<file path="src/rtl/counter_pkg.sv">
// Shared types for the up/down counter: counting modes and control FSM states.
package counter_pkg;

  typedef enum logic [1:0] {
    WRAP    = 2'd0,
    SAT     = 2'd1,
    ONESHOT = 2'd2
  } mode_e;

  typedef enum logic {
    RUN  = 1'b0,
    HALT = 1'b1
  } state_e;

  // Encoding 3 is reserved and behaves as WRAP.
  function automatic mode_e decode_mode(input logic [1:0] m);
    return (m == 2'd3) ? WRAP : mode_e'(m);
  endfunction

endpackage

</file>
<file path="src/rtl/counter_prescaler.sv">
// Enable divider: counts en cycles 0..PRESCALE-1 and issues tick on the en cycle at PRESCALE-1.
// tick is combinational from en; clr returns the phase to zero.
module counter_prescaler #(
  parameter int PRESCALE = 4
) (
  input  logic clk,
  input  logic rst,
  input  logic en,
  input  logic clr,
  output logic tick
);

  localparam int PW = (PRESCALE > 1) ? $clog2(PRESCALE) : 1;
  localparam logic [PW-1:0] LAST = PW'(PRESCALE - 1);

  logic [PW-1:0] phase;

  assign tick = en && (phase == LAST);

  always_ff @(posedge clk or posedge rst) begin
    if (rst) begin
      phase <= '0;
    end else if (clr) begin
      phase <= '0;
    end else if (en) begin
      phase <= (phase == LAST) ? '0 : phase + PW'(1);
    end
  end

endmodule

</file>
<file path="src/rtl/counter_updown.sv">
// Up/down counter with WRAP/SAT/ONESHOT bound handling, load and terminal-count pulse.
// Optional enable prescaler compiled in with macro COUNTER_PRESCALER_EN.
module counter_updown
  import counter_pkg::*;
#(
  parameter int WIDTH    = 8,
  parameter int MAX_VAL  = 2**WIDTH - 1,
  parameter int PRESCALE = 4
) (
  input  logic             clk,
  input  logic             rst,
  input  logic             en,
  input  logic             ld,
  input  logic [WIDTH-1:0] load_val,
  input  logic             dir,
  input  logic [1:0]       mode,
  input  logic [WIDTH-1:0] step,
  output logic [WIDTH-1:0] count,
  output logic             tc,
  output logic             done
);

  localparam logic [WIDTH:0] MAX_EXT = (WIDTH+1)'(MAX_VAL);
  localparam logic [WIDTH:0] SPAN    = (WIDTH+1)'(MAX_VAL + 1);

  logic             tick;
  state_e           state_q, state_d;
  logic [WIDTH-1:0] count_d;
  logic             tc_d;
  mode_e            cur_mode;

  logic [WIDTH:0]   c_ext, s_ext, lv_ext, sum;
  logic             ovf, unf, bound_hit;
  logic [WIDTH-1:0] load_clamped;

`ifdef COUNTER_PRESCALER_EN
  counter_prescaler #(
    .PRESCALE (PRESCALE)
  ) u_prescaler (
    .clk  (clk),
    .rst  (rst),
    .en   (en),
    .clr  (ld),
    .tick (tick)
  );
`else
  // Without the divider every enabled cycle is a tick; an illegal PRESCALE stops counting.
  assign tick = en && (PRESCALE >= 1);
`endif

  // All bound tests run one bit wider so count+step cannot alias.
  always_comb begin
    c_ext     = {1'b0, count};
    s_ext     = {1'b0, step};
    lv_ext    = {1'b0, load_val};
    sum       = c_ext + s_ext;
    ovf       = (sum > MAX_EXT);
    unf       = (s_ext > c_ext);
    bound_hit = dir ? unf : ovf;
    cur_mode  = decode_mode(mode);
    load_clamped = (lv_ext > MAX_EXT) ? MAX_EXT[WIDTH-1:0] : load_val;
  end

  always_comb begin
    state_d = state_q;
    count_d = count;
    tc_d    = 1'b0;

    if (ld) begin
      count_d = load_clamped;
      state_d = RUN;
    end else if (tick && (state_q == RUN) && (step != '0)) begin
      if (!dir) begin
        if (!ovf) begin
          count_d = WIDTH'(sum);
        end else if (cur_mode == WRAP) begin
          count_d = WIDTH'(sum - SPAN);
          tc_d    = 1'b1;
        end else begin
          count_d = MAX_EXT[WIDTH-1:0];
          tc_d    = (c_ext != MAX_EXT);
        end
      end else begin
        if (!unf) begin
          count_d = WIDTH'(c_ext - s_ext);
        end else if (cur_mode == WRAP) begin
          count_d = WIDTH'(c_ext + SPAN - s_ext);
          tc_d    = 1'b1;
        end else begin
          count_d = '0;
          tc_d    = (count != '0);
        end
      end

      if (bound_hit && (cur_mode == ONESHOT)) begin
        state_d = HALT;
      end
    end
  end

  always_ff @(posedge clk or posedge rst) begin
    if (rst) begin
      state_q <= RUN;
      count   <= '0;
      tc      <= 1'b0;
    end else begin
      state_q <= state_d;
      count   <= count_d;
      tc      <= tc_d;
    end
  end

  assign done = (state_q == HALT);

endmodule

</file>
<file path="config.mk">
export PLATFORM = sky130hd
export DESIGN_NAME = counter_updown
export DESIGN_NICKNAME = d
export VERILOG_FILES = /design/src/rtl/counter_pkg.sv /design/src/rtl/counter_prescaler.sv /design/src/rtl/counter_updown.sv
export SDC_FILE = /design/constraint.sdc
export NUM_CORES = 1
export LEC_CHECK = 0
export ABC_CLOCK_PERIOD_IN_PS = 4300
export BUFFER_PORTS_ARGS = -buffer_cell sky130_fd_sc_hd__buf_4
export CORE_MARGIN = 2
export CORE_UTILIZATION = 55
export DETAILED_ROUTE_END_ITERATION = 10
export PLACE_DENSITY = 0.93
export SYNTH_ARGS = -nofsm -noshare
export SYNTH_HDL_FRONTEND = slang
export SYNTH_SLANG_ARGS = --single-unit
export TNS_END_PERCENT = 10
</file>
<file path="constraint.sdc">
create_clock -name clk -period 4.3 [get_ports clk]
set_clock_uncertainty 0.15 [all_clocks]
set_input_delay 0.86 -clock clk [delete_from_list [all_inputs] [get_ports clk]]
set_output_delay 0.86 -clock clk [all_outputs]
set_load 0.005 [all_outputs]
</file>
==> summary.md, run 1 <==
| Metric | Value |
|---|---|
| Top post-synthesis cells by area | dfrtp_1 (19%), ha_1 (16%), inv_1 (5.6%) |
| First-pass GRT wire length | 6100 um |
| Switching Share | 43.3% |
| # IOs | 33 |
| Post-synth EDFFs | 0 |
| LEAKAGE | ~0.00077 uW |
| Initial antenna violation count | 0 |
| Switching Power | between 200 and 250 uW |
| DIE HEIGHT | between 50 and 60 um |
| Critical Path RT | between 4 and 5 ns |
| Slew Limit Fails | 0 |
| Congestion Overflow GR | 0 |
| GRT Total Usage | between 20 and 30% |
| H-tree depth | 1 |
| Share of cells above drive strength 1 | ~29% |
| Hold-fix buffers, CTS | 0 |
| Mean Syn Cell Area | roughly 8.6 sq um |
| Synth warn | 0 |
| WL/cell | 17.8 um |
| Sequential-to-total area share from yosys stat | between 10% and 20% |
| Drt first pass iters | 4 |
| Worst Setup End Kind | flip-flop |
| Max Freq | between 300 and 400 MHz |
| Type of the worst min-delay path | reg -> reg |
| Register share of total power | between 20 and 30% |
| Total number of vias | ~1400 |
| Synth Instances | 156 |
| Final Setup Violations | 0 |
| Max Buffers Root-to-Sink | 2 |
| Die area | around 2900 sq um |
| Worst Path Arrival | just under 3 ns |
| Register area | 250 sq um |
| Core Area | 2250 sq um |
| # clock sinks | 10 |
| RSZ-0062 raised after global routing | no |
| Crit path time final | approximately 2.9 ns |
| CTS tree | built |
| Worst IR drop on VDD | around 0.23 mV |
| CTS Root Cell | clkbuf_4 |
| Period utilization | between 60% and 70% |
| Initial DRC count | 86 |
| Final Hold Vio Count | 0 |
| Setup Buffers After CTS | 0 |
| Cell Area, Synth | about 1300 sq um |
| Worst slew pin tran | 0.513 ns |
| Die Wd | 53.5 um |
| Slew headroom | between 60% and 70% |
| Top-area cell type share of the netlist area | 18.6% |
| Drc violations | 0 |
| WS Path Type | in -> reg |
| Power Total | ~530 uW |
| Reg clk slew, reported paths | 0.07 ns |
| Maxcap violations | 0 |
| Startpoint types | input port |
| Primary FF master, synth | dfrtp_1 |
| RD Place Congestion | roughly 0.9 |
| Largest net degree at the start of global routing | 11 |
| Area leader, netlist | dfrtp_1 |
| WL final | 3870 um |
| FILL cells | 176 |
| Initial Util | 59.8% |
| Final Net Count | between 200 and 250 |
| Outcome | finished clean |
| Clock power frac | 16.3% |
| Post-synthesis async set-or-reset flop share | 100% |
| Internal power | ~300 uW |
| Power share of the combinational group | 58.6% |
| Post_cts resized | 0 |
| Final setup TNS | 0 ns |
| Number of global-route vias before repair | 1350 |
| Area Overhead vs Synth | 21.4% |
| Post-synth cell types | 56 |
| Rows | 17 |
| Post-Syn Nets | approximately 200 |
| ANT cells | 0 |
| Post-DP HPWL | slightly above 3000 um |
| Num CTS Buffers | 3 |
| Via density | approximately 6.6 |
| Skew-Pair Late Insertion Delay | around 0.28 ns |
| Port Buffers | 32 |
| FF+latch count, synth | 10 |
| Crit-path max FO | 6 |
| Multi-input gate area | approximately 1000 sq um |
| Routed Antenna Nets | 0 |
| Cell Pwr Density | 326 nW/um^2 |
## final timing paths
check	from	to	slack, ns	cells past startpoint
worst max register to register	count[0]$_DFFE_PP0P_	count[6]$_DFFE_PP0P_	1.64	9
worst max-delay path	step[0]	count[6]$_DFFE_PP0P_	1.45	9
worst min-delay path	done$_DFFE_PP0P_	done$_DFFE_PP0P_	0.39	1
worst min register to register	done$_DFFE_PP0P_	done$_DFFE_PP0P_	0.39	1
min in group asynchronous	rst	count[7]$_DFFE_PP0P_	0.41	2
max in group asynchronous	rst	count[3]$_DFFE_PP0P_	3.31	2
## cells in the final DEF, fill, tap and decap left out, types with 4 or more instances in the layout
cell,count
o311ai_1,4
o21ai_0,4
nor4_1,4
a21oi_1,7
inv_1,20
nand2b_1,4
ha_1,17
a31oi_1,4
nand2_1,6
dfrtp_1,10
xor2_1,4
nor2_1,9
buf_4,32
## critical path, cell delays in order
cell and delay, ns:
buf_4 0.13, ha_1 0.22, fa_1 0.45, nor2b_4 0.15, o31a_4 0.15, o211a_4 0.19
o31ai_4 0.09, or4_1 0.54, a31oi_1 0.13
## area by class of cell
class | instances | share of cell area, %
well taps | 28 | 2.14
clock buffers | 4 | 2.22
flip-flops and latches | 10 | 15.3
inverters | 20 | 4.59
repair buffers | 32 | 14.7
multi-input cells | 123 | 61.1
## logic make-up (layout without fill, tap and decap cells)
kind of cell               after synthesis  count (layout)  share of synthesized area, %
buffers and inverters                   23              56                          7.33
adders and majority gates               19              19                          18.8
AOI/OAI and AO/OA                       55              55                          33.1
xor gates and xnor gates                 7               7                          4.55
and+or+nand+nor                         42              42                          17.7
DFF                                     10              10                          18.6
## stage by stage
step | cell area, sq um | util (%) | worst slack [ns] | std cells | hold WS (ns)
2_1_floorplan | 1350 | - | 1.43 | 156 | 0.351
3_3_place_gp | 1600 | 70.9 | 1.26 | 213 | 0.349
3_5_place_dp | 1600 | 70.9 | 1.16 | 213 | 0.376
4_1_cts | 1640 | 72.5 | 1.47 | 217 | 0.392
5_1_grt | 1640 | 72.5 | 1.39 | 217 | 0.433
6_report | 1640 | 72.5 | 1.45 | 217 | 0.391
## synthesized netlist by cell type, drive strengths merged (2+ instances only)
cell type	instances
inv	20
ha	17
dfrtp	10
nor2	10
a21oi	8
o21ai	7
nand2	6
nand2b	5
a31oi	4
nor3	4
nor4	4
o311ai	4
xor2	4
a211o	3
a22oi	3
buf	3
nor2b	3
o211ai	3
o21bai	3
o22ai	3
xnor2	3
a21o	2
fa	2
nand3	2
o21a	2
or2	2
or3	2
## power groups by stage
stage	Sequential, uW	Clock, uW	Combinational (uW)
floorplan	129	0	216
global placement	134	0	290
detailed placement	135	0	304
CTS	133	88.3	307
global route	137	92.4	340
finish	134	86.7	312
## layer usage
layer | vias to the layer above | GRT usage (%) | share of wire [%]
li1 | 645 | - | -
met2 | 96 | 48.4 | 49
met1 | 674 | 37.0 | 39
met5 | - | 0 | 0
met4 | 0 | 14.1 | 3.4
met3 | 14 | 6.50 | 9.2
## sequential cells by signal (all words and copies together) (netlist names)
signal,count
count,8
done,1
tc,1
Note: power is estimated with default switching activity, not from simulation.
==> run 2, diff against run 1 <==
--- a/config.mk
+++ b/config.mk
@@ -5,12 +5,12 @@
 export SDC_FILE = /design/constraint.sdc
 export NUM_CORES = 1
 export LEC_CHECK = 0
-export ABC_CLOCK_PERIOD_IN_PS = 4300
+export ABC_CLOCK_PERIOD_IN_PS = 2800
 export BUFFER_PORTS_ARGS = -buffer_cell sky130_fd_sc_hd__buf_4
 export CORE_MARGIN = 2
-export CORE_UTILIZATION = 55
+export CORE_UTILIZATION = 54
 export DETAILED_ROUTE_END_ITERATION = 10
-export PLACE_DENSITY = 0.93
+export PLACE_DENSITY = 0.92
 export SYNTH_ARGS = -nofsm -noshare
 export SYNTH_HDL_FRONTEND = slang
 export SYNTH_SLANG_ARGS = --single-unit
==> constraint.sdc (replaced) <==
create_clock -name clk -period 2.8 [get_ports clk]
set_clock_uncertainty 0.15 [all_clocks]
set_input_delay 0.56 -clock clk [delete_from_list [all_inputs] [get_ports clk]]
set_output_delay 0.56 -clock clk [all_outputs]
set_load 0.005 [all_outputs]
==> summary.md, run 2 (synthesized netlist as in run 1, its figures left out) <==
| Metric | Value |
|---|---|
| Placed Instances | 218 (was 213) |
| Internal power | 444 uW (was 303 uW) |
| Crit path time final | around 2.7 ns |
| Worst Path Arrival | 2.74 ns (was 2.91 ns) |
| Num CTS Buffers | 3 (unchanged) |
| Core Util, Final | 68.3% (was 72.5%) |
| Post-Layout Inst Area | 1650 sq um (was 1640 sq um) |
| Period utilization | between 90% and 100% |
| Cell Pwr Density | 486 nW/um^2 (was 326 nW/um^2) |
| Type of the worst min-delay path | in -> async (was reg -> reg) |
| Worst Setup End Kind | flip-flop (unchanged) |
| Hold slack | 0.132 ns (was 0.391 ns) |
| Drt first pass iters | 4 (unchanged) |
| Register share of total power | 25.5% (was 25.2%) |
| RSZ-0062 raised after global routing | no (unchanged) |
| Slew headroom | 64.4% (was 65.3%) |
| Reg clk slew, reported paths | 0.06 ns (was 0.07 ns) |
| Post_cts resized | 0 (unchanged) |
| Crit-path max FO | 6 (unchanged) |
| Drc violations | 0 (unchanged) |
| Port Buffers | 32 (unchanged) |
| H-tree depth | 1 (unchanged) |
| Top reg by flops | count (unchanged) |
| Final Hold Vio Count | 0 (unchanged) |
| CP top delay family | compound AO/OA/AOI/OAI gates (was simple AND/OR/NAND/NOR gates) |
| Total number of vias | 1412 (was 1429) |
| FILL cells | 198 (was 176) |
| CP Launch Point | count[0]$_DFFE_PP0P_ (was step[0]) |
| Worst IR drop on VDD | 0.448 mV (was 0.233 mV) |
| ANT cells | 0 (unchanged) |
| Slew Limit Fails | 0 (unchanged) |
| Non-filler cells, final | 221 (was 217) |
| Skew-Pair Late Insertion Delay | 0.26 ns (was 0.28 ns) |
| CTS tree | built (unchanged) |
| WL final | 3960 um (was 3870 um) |
| Startpoint types | flip-flop (was input port) |
| Core Area | 2410 sq um (was 2250 sq um) |
| WS Path Type | reg -> reg (was in -> reg) |
| Area after DPL | 1620 sq um (was 1600 sq um) |
| Rows | 18 (was 17) |
| # IOs | 33 (unchanged) |
| Clock power frac | 12.5% (was 16.3%) |
| GRT Total Usage | 29.2% (was 29.7%) |
| Die Wd | 54.0 um (was 53.5 um) |
| Most frequent cells in the layout | buf_4 (35), inv_1 (20), ha_1 (17) (was buf_4 (32), inv_1 (20), ha_1 (17)) |
| DIE HEIGHT | 54.0 um (was 53.5 um) |
| Setup Buffers After CTS | 0 (unchanged) |
| Routed Antenna Nets | 0 (unchanged) |
| Hold-fix buffers, CTS | 0 (unchanged) |
| Final Net Count | 235 (was 232) |
| Worst slew pin tran | 0.525 ns (was 0.513 ns) |
| Post-DP HPWL | 3270 um (was 3110 um) |
| Share of cells above drive strength 1 | 29.3% (was 28.6%) |
| Slowest stage delay, CP | 0.45 ns (was 0.54 ns) |
| CP bufs+invs | 2 (was 1) |
| Congestion Overflow GR | 0 (unchanged) |
| Max Freq | roughly 370 MHz |
| WL/cell | 17.9 um (was 17.8 um) |
| # clock sinks | 10 (unchanged) |
| Initial Util | 55.9% (was 59.8%) |
| Largest register FFs | 8 (unchanged) |
| Switching Share | 44.5% (was 43.3%) |
| Most common cell after layout, fill and taps aside | buf_4 (unchanged) |
| Final WS setup | 0.0656 ns (was 1.45 ns) |
| Largest net degree at the start of global routing | 11 (unchanged) |
| Max Buffers Root-to-Sink | 2 (unchanged) |
| Power share of the combinational group | 62.0% (was 58.6%) |
| LEAKAGE | 0.000773 uW (was 0.000766 uW) |
| Via density | 6.39 (was 6.59) |
| CP cell instances | inv_1 -> ha_1 -> fa_1 -> nor2b_4 -> o31a_4 -> o211a_4 -> o31ai_4 -> buf_4 -> a211o_2 -> a31oi_1 (was buf_4 -> ha_1 -> fa_1 -> nor2b_4 -> o31a_4 -> o211a_4 -> o31ai_4 -> or4_1 -> a31oi_1) |
| Die area | 2910 sq um (was 2860 sq um) |
| RD Place Congestion | 0.905 (was 0.916) |
| Initial antenna violation count | 0 (unchanged) |
| Maxcap violations | 0 (unchanged) |
| Slowest-stage cell, CP | dfrtp_1 (was or4_1) |
| CTS Root Cell | clkbuf_4 (unchanged) |
| Outcome | finished clean (unchanged) |
| Initial DRC count | 78 (was 86) |
| Switching Power | 356 uW (was 231 uW) |
| Number of global-route vias before repair | 1301 (was 1350) |
| First-pass GRT wire length | 6000 um (was 6100 um) |
| Final Setup Violations | 0 (unchanged) |
| RR Startpoint | count[0]$_DFFE_PP0P_ (unchanged) |
| Critical Path RT | 2.81 ns (was 4.36 ns) |
| Area Overhead vs Synth | 22.2% (was 21.4%) |
| Dpl ws | -0.00732 ns (was 1.16 ns) |
==> run 2: changes by cell type in the layout (fill, tap and decap cells not counted) <==
cell	delta
buf_4	+3
clkbuf_8	-1
==> run 2: worst paths after layout <==
check / end / slack, ns / cells after the start
hold / removal: tc$_DFF_PP0_ / 0.13 / 2
setup / recovery: count[4]$_DFFE_PP0P_ / 0.07 / 10
max in group asynchronous: count[5]$_DFFE_PP0P_ / 2.08 / 2
setup reg to reg: count[4]$_DFFE_PP0P_ / 0.07 / 10
min in group clk: done$_DFFE_PP0P_ / 0.38 / 1
hold reg to reg: done$_DFFE_PP0P_ / 0.38 / 1
==> run 2: through the flow <==
step                 TNS, ns  total power (uW)
floorplan                  0               530
global placement           0               664
detailed placement  -0.00732               693
CTS                        0               793
global route               0               854
finish                     0               800
==> run 2: cell type report <==
cell class	instances	area (sq um)	area share, %
Sequential cell	10	250	15.2
Tap cell	30	37.5	2.28
Multi-Input combinational cell	123	998	60.6
Inverter	20	75.1	4.56
Clock buffer	3	22.5	1.37
Timing Repair Buffer	35	263	16.0
==> run 2: power groups by stage <==
| stage | registers [uW] | clock network (uW) | logic, uW |
|---|---|---|---|
| 6_report | 204 | 99.7 | 496 |
| 5_1_grt | 208 | 108 | 538 |
| 4_1_cts | 204 | 99.3 | 490 |
| 3_5_place_dp | 206 | 0 | 487 |
| 3_3_place_gp | 204 | 0 | 460 |
| 2_1_floorplan | 198 | 0 | 332 |
==> run 2: per-layer routing <==
layer	track usage (%)	routed length, um	vias up
li1	-	-	652
met1	35.6	1570	671
met2	48.4	1970	75
met3	6.67	296	14
met4	13.2	131	0
met5	0	0	-
